$ cat src/rtl/sad_min_tracker.sv
// Pipelined minimum-SAD selector: a registered pairwise tree reduces each beat
// to one winner, and an accumulator keeps the best winner across a search window.
module sad_min_tracker #(
  parameter int SAD_W = 32,
  parameter int IDX_W = 32,
  parameter int LANES = 4,
  parameter int CNT_W = 16
) (
  input  logic                   Clk,
  input  logic                   Rst,
  input  logic                   start,
  input  logic                   in_valid,
  output logic                   in_ready,
  input  logic                   in_last,
  input  logic [LANES*SAD_W-1:0] in_sad,
  input  logic [LANES*IDX_W-1:0] in_idx,
  input  logic [LANES-1:0]       in_mask,
  output logic                   out_valid,
  output logic [SAD_W-1:0]       best_sad,
  output logic [IDX_W-1:0]       best_idx,
  output logic [CNT_W-1:0]       cand_count,
  output logic                   none_valid,
  output logic                   busy
);

  localparam int L    = $clog2(LANES);
  localparam int HALF = LANES / 2;
  localparam int PW   = $clog2(LANES) + 1;

  typedef enum logic [1:0] {IDLE, RUN, FLUSH} state_t;
  state_t state, state_nxt;

  logic accept;

  // src_* is the combinational input of tree level s; p_* is its registered output.
  logic [SAD_W-1:0] src_sad  [L][LANES];
  logic [IDX_W-1:0] src_idx  [L][LANES];
  logic             src_v    [L][LANES];
  logic             src_tok  [L];
  logic             src_last [L];
  logic [PW-1:0]    src_pc   [L];

  logic [SAD_W-1:0] p_sad    [L][HALF];
  logic [IDX_W-1:0] p_idx    [L][HALF];
  logic             p_v      [L][HALF];
  logic             tok_v    [L];
  logic             tok_last [L];
  logic [PW-1:0]    tok_pc   [L];

  logic [SAD_W-1:0] acc_sad;
  logic [IDX_W-1:0] acc_idx;
  logic             acc_v;
  logic [CNT_W-1:0] acc_cnt;
  logic             done;
  logic [CNT_W:0]   cnt_sum;

  function automatic logic pick_right(input logic vl, input logic vr,
                                      input logic [SAD_W-1:0] sl,
                                      input logic [SAD_W-1:0] sr);
    return vr && (!vl || (sr < sl));
  endfunction

  assign in_ready   = (state == RUN);
  assign busy       = (state != IDLE);
  assign accept     = in_valid && in_ready;
  assign best_sad   = acc_sad;
  assign best_idx   = acc_idx;
  assign cand_count = acc_cnt;
  assign none_valid = !acc_v;

  always_ff @(posedge Clk or posedge Rst) begin
    if (Rst) state <= IDLE;
    else     state <= state_nxt;
  end

  always_comb begin
    state_nxt = state;
    case (state)
      IDLE:    if (start) state_nxt = RUN;
      RUN:     if (start) state_nxt = RUN;
               else if (accept && in_last) state_nxt = FLUSH;
      FLUSH:   if (start) state_nxt = RUN;
               else if (out_valid) state_nxt = IDLE;
      default: state_nxt = IDLE;
    endcase
  end

  always_comb begin
    for (int s = 0; s < L; s++) begin
      for (int k = 0; k < LANES; k++) begin
        src_sad[s][k] = '0;
        src_idx[s][k] = '0;
        src_v[s][k]   = 1'b0;
      end
      src_tok[s]  = 1'b0;
      src_last[s] = 1'b0;
      src_pc[s]   = '0;
    end
    for (int k = 0; k < LANES; k++) begin
      src_sad[0][k] = in_sad[k*SAD_W +: SAD_W];
      src_idx[0][k] = in_idx[k*IDX_W +: IDX_W];
      src_v[0][k]   = in_mask[k];
      src_pc[0]     = src_pc[0] + PW'(in_mask[k]);
    end
    src_tok[0]  = accept;
    src_last[0] = in_last;
    for (int s = 1; s < L; s++) begin
      for (int k = 0; k < HALF; k++) begin
        src_sad[s][k] = p_sad[s-1][k];
        src_idx[s][k] = p_idx[s-1][k];
        src_v[s][k]   = p_v[s-1][k];
      end
      src_tok[s]  = tok_v[s-1];
      src_last[s] = tok_last[s-1];
      src_pc[s]   = tok_pc[s-1];
    end
  end

  always_ff @(posedge Clk or posedge Rst) begin
    if (Rst) begin
      for (int s = 0; s < L; s++) begin
        for (int j = 0; j < HALF; j++) begin
          p_sad[s][j] <= '0;
          p_idx[s][j] <= '0;
          p_v[s][j]   <= 1'b0;
        end
        tok_v[s]    <= 1'b0;
        tok_last[s] <= 1'b0;
        tok_pc[s]   <= '0;
      end
    end else begin
      for (int s = 0; s < L; s++) begin
        for (int j = 0; j < (LANES >> (s + 1)); j++) begin
          if (pick_right(src_v[s][2*j], src_v[s][2*j+1], src_sad[s][2*j], src_sad[s][2*j+1])) begin
            p_sad[s][j] <= src_sad[s][2*j+1];
            p_idx[s][j] <= src_idx[s][2*j+1];
          end else begin
            p_sad[s][j] <= src_sad[s][2*j];
            p_idx[s][j] <= src_idx[s][2*j];
          end
          p_v[s][j] <= !start && (src_v[s][2*j] || src_v[s][2*j+1]);
        end
        tok_v[s]    <= !start && src_tok[s];
        tok_last[s] <= src_last[s];
        tok_pc[s]   <= src_pc[s];
      end
    end
  end

  assign cnt_sum = {1'b0, acc_cnt} + (CNT_W+1)'(tok_pc[L-1]);

  // Strict less-than on both the tree and here keeps ties on the earliest candidate.
  always_ff @(posedge Clk or posedge Rst) begin
    if (Rst) begin
      acc_sad   <= '1;
      acc_idx   <= '0;
      acc_v     <= 1'b0;
      acc_cnt   <= '0;
      done      <= 1'b0;
      out_valid <= 1'b0;
    end else if (start) begin
      acc_sad   <= '1;
      acc_idx   <= '0;
      acc_v     <= 1'b0;
      acc_cnt   <= '0;
      done      <= 1'b0;
      out_valid <= 1'b0;
    end else begin
      out_valid <= done;
      done      <= tok_v[L-1] && tok_last[L-1];
      if (tok_v[L-1]) begin
        if (p_v[L-1][0] && (!acc_v || (p_sad[L-1][0] < acc_sad))) begin
          acc_sad <= p_sad[L-1][0];
          acc_idx <= p_idx[L-1][0];
          acc_v   <= 1'b1;
        end
        acc_cnt <= cnt_sum[CNT_W] ? '1 : cnt_sum[CNT_W-1:0];
      end
    end
  end

endmodule

$ cat config.mk
export PLATFORM = sky130hd
export DESIGN_NAME = sad_min_tracker
export DESIGN_NICKNAME = d
export VERILOG_FILES = /design/src/rtl/sad_min_tracker.sv
export SDC_FILE = /design/constraint.sdc
export NUM_CORES = 1
export LEC_CHECK = 0
export CORE_MARGIN = 5
export CORE_UTILIZATION = 50
export CTS_CLUSTER_SIZE = 24
export DETAILED_ROUTE_END_ITERATION = 7
export GPL_ROUTABILITY_DRIVEN = 1
export GPL_TIMING_DRIVEN = 1
export PLACE_DENSITY_LB_ADDON = 0.05
export SKIP_CTS_REPAIR_TIMING = 1
export SLEW_MARGIN = 20
export SYNTH_ARGS = -nofsm -noshare
export SYNTH_HDL_FRONTEND = slang
export SYNTH_SLANG_ARGS = --single-unit
$ cat constraint.sdc
create_clock -name Clk -period 18.1 [get_ports Clk]
set_clock_uncertainty 0.2 [all_clocks]
set_input_delay 2.715 -clock Clk [delete_from_list [all_inputs] [get_ports Clk]]
set_output_delay 2.715 -clock Clk [all_outputs]
set_load 0.02 [all_outputs]
==> impl_results.md <==
* Antenna Cells at 0
* Power density over the cells at 88.5 nW/um^2
* FMAX at 158 MHz
* Share of layout cells above drive strength 1 at 16.5%
* Ports at 349
* Yosys top cell area share at 43.3%
* PortBufs at 348
* Family with the most delay on the worst path: buffers and inverters
* Crit path kind: in -> reg
* Crit end category: flop
* Post-Layout Cell Count at 2,055
* Total grt overflow at 0
* Clk sinks at 290
* Number of buffers created by CTS at 34
* Pleak at 9.04 nW
* Clock Latency Late Sink at 0.50 ns
* Peak supply drop at 0.0462 mV
* Tmin final at 6.32 ns
* Data required, critical path at 18.28 ns
* Final hold violation count at 0
* Largest net degree at the start of global routing at 144
* Layout area overhead at 33.7%
* Asr flop ratio synth at 100%
* RSZ-0062 raised after global routing: no
* Cells after DPL at 1,992
* Residual DRC at 0
* Total power at 1.77 mW
* CTS max path bufs at 3
* Critical path cell sequence: clkdlybuf4s50_1 -> inv_1 -> ha_1 -> nand4_1 -> or3_1 -> a2111oi_0 -> nor4_1 -> o211ai_4 -> buf_4 -> mux2_2
* Pin slew with the least headroom to its limit at 1.09 ns
* Min-delay worst type: reg -> reg
* Ys Warns at 0
* Clk root buf: clkbuf_16
* Row count at 63
* Detailed Place HPWL at 27,200 microns
* Vias in the first global route at 11,500
* Slew headroom at 27.2%
* Routed wire length at 37,500 microns
* # fillers at 2,252
* Final period util at 34.9%
* Routability cong. at 0.887
* Worst path max stage delay at 0.68 ns
* Hold WS at 0.147 ns
* Average cell area after synthesis at 11.5 sq um
* Die X at 183 microns
* Max H-tree Level at 2
* Syn Inst Count at 1,293
* Max-cap violations at 0
* Post-synthesis mux area share at 18.9%
* Final TNS setup at 0 ns
* First-pass GRT wire length at 59,500 microns
* Initial core utilization at 50.5%
* CP max-delay cell: o211ai_4
* Final Max Tran Viols at 0
* Compound-Gate Fraction of Synth Area at 5.74%
* Post-synth EDFFs at 0
* Antenna-violating nets left at 0
* Status: finished, final reports clean
* Critical path buffers and inverters at 3
* Worst Path Arrival at 6.50 ns
* Clk pin slew, worst setup/hold paths at 0.06 ns
* Leading area contributor after synthesis: dfrtp_1
* Initial detailed-routing violation count at 476
* Via count at 10,700
* Initial antenna violation count at 0
* Pre-antenna DRT Iters at 4
* CTS tree: built
* Top-count cell post-synth: dfrtp_1
* Wire per inst at 18.2 microns
* Post-synthesis cell type count at 51
* CP Max Fanout at 45
* Largest family of logic cells by synthesized area: multiplexers
* Yosys reg bits at 290
* Setup violators final at 0
* Post-Synth Simple-Gate Area at 9.69%
* Core Area at 29,600 sq um
* Adder-cell share of the synthesized area at 11.2%
* Commonest cells in the netlist: 258 x dfrtp_1, 168 x mux2_2, 143 x inv_1, 130 x ha_1, 101 x nor2_1
* Core Util, Final at 67.5%
* DR vias/cell at 5.21
* Largest cells by area after synthesis: dfrtp_1 43%, mux2_2 13%, ha_1 11%
* Die H at 183 microns
* Die Area at 33,400 sq um
* XOR/XNOR Fraction of Synth Area at 0.0587%
* Netlist Area Pre-Place at 14,900 sq um
* Fin nets at 2,036
* Startpoint types: input port
* Synthesized net count at 1,690
* Most used DFF post-synth: dfrtp_1
* Tot GR Track Use at 22.2%
* Sequential area share after synthesis at 48.9%
[path summary, 6_finish.rpt]
kind | startpoint | to | slack, ns | cells past startpoint
worst max register to register | p_sad[110] | p_idx[62] | 14.19 | 9
worst min-delay path | src_last[0] | tok_last[0] | 0.15 | 0
worst min register to register | src_last[0] | tok_last[0] | 0.15 | 0
worst max-delay path | in_sad[14] | p_idx[102] | 11.78 | 10
max in group asynchronous | Rst | best_idx[24] | 13.16 | 4
min in group asynchronous | Rst | best_idx[8] | 2.40 | 2
[where the power goes]
group / switching, mW / total, mW / internal, mW
registers: 0.0297 / 0.739 / 0.709
clock network: 0.264 / 0.735 / 0.471
logic: 0.133 / 0.292 / 0.159
total: 0.427 / 1.77 / 1.34
[stage by stage]
| stage | setup slack (ns) | instance area, sq um |
|---|---|---|
| 2_1_floorplan | 7.23 | 14900 |
| 3_3_place_gp | 11.38 | 18700 |
| 3_5_place_dp | 11.24 | 18700 |
| 4_1_cts | 11.79 | 19900 |
| 5_1_grt | 11.61 | 19900 |
| 6_report | 11.78 | 19900 |
[cell families after synthesis]
kind of cell / count (synthesis)
simple gates: 290
flops: 290
mux: 258
buf+inv: 190
compound gates: 132
fa+ha+maj: 132
xor+xnor: 1
[cells in the final DEF, fill, tap and decap left out, types with 9 or more instances in the layout]
cell type          n
dfrtp_1          258
a21oi_1           55
nor2_1           101
nor3_1            16
nand2_1           37
inv_1            142
a211oi_1           9
nand2b_1          70
o21ai_0           18
clkdlybuf4s50_1  347
clkbuf_16         37
ha_1             130
nand3_1           23
mux2_2           168
mux2_1            25
dfstp_2           32
mux2i_1           65
nand4_1           14
[layer usage]
layer	routed length (microns)	vias to the layer above	part of all wire [%]	global-route usage, %
met5	0	-	0	0
met2	17600	312	47	36.8
met1	16300	5199	44	29.1
met3	2280	76	6.1	4.68
li1	-	5127	-	-
met4	1250	0	3.3	7.69
[state kept, by name, summed over array words and instances (netlist names), 2 cells and up]
register    count
best_sad       32
p_v             3
state           2
cand_count     16
tok_pc          3
p_sad          96
best_idx       32
p_idx          96
src_pc          3
[cell type report]
type	count	area (sq um)	area share, %
Clock buffer	49	1040	5.22
Clock inverter	13	193	0.966
Inverter	143	544	2.73
Multi-Input combinational cell	813	6810	34.2
Sequential cell	290	7300	36.6
Tap cell	390	488	2.45
Timing Repair Buffer	357	3570	17.9
No activity file was read; power rests on OpenSTA's default activity.
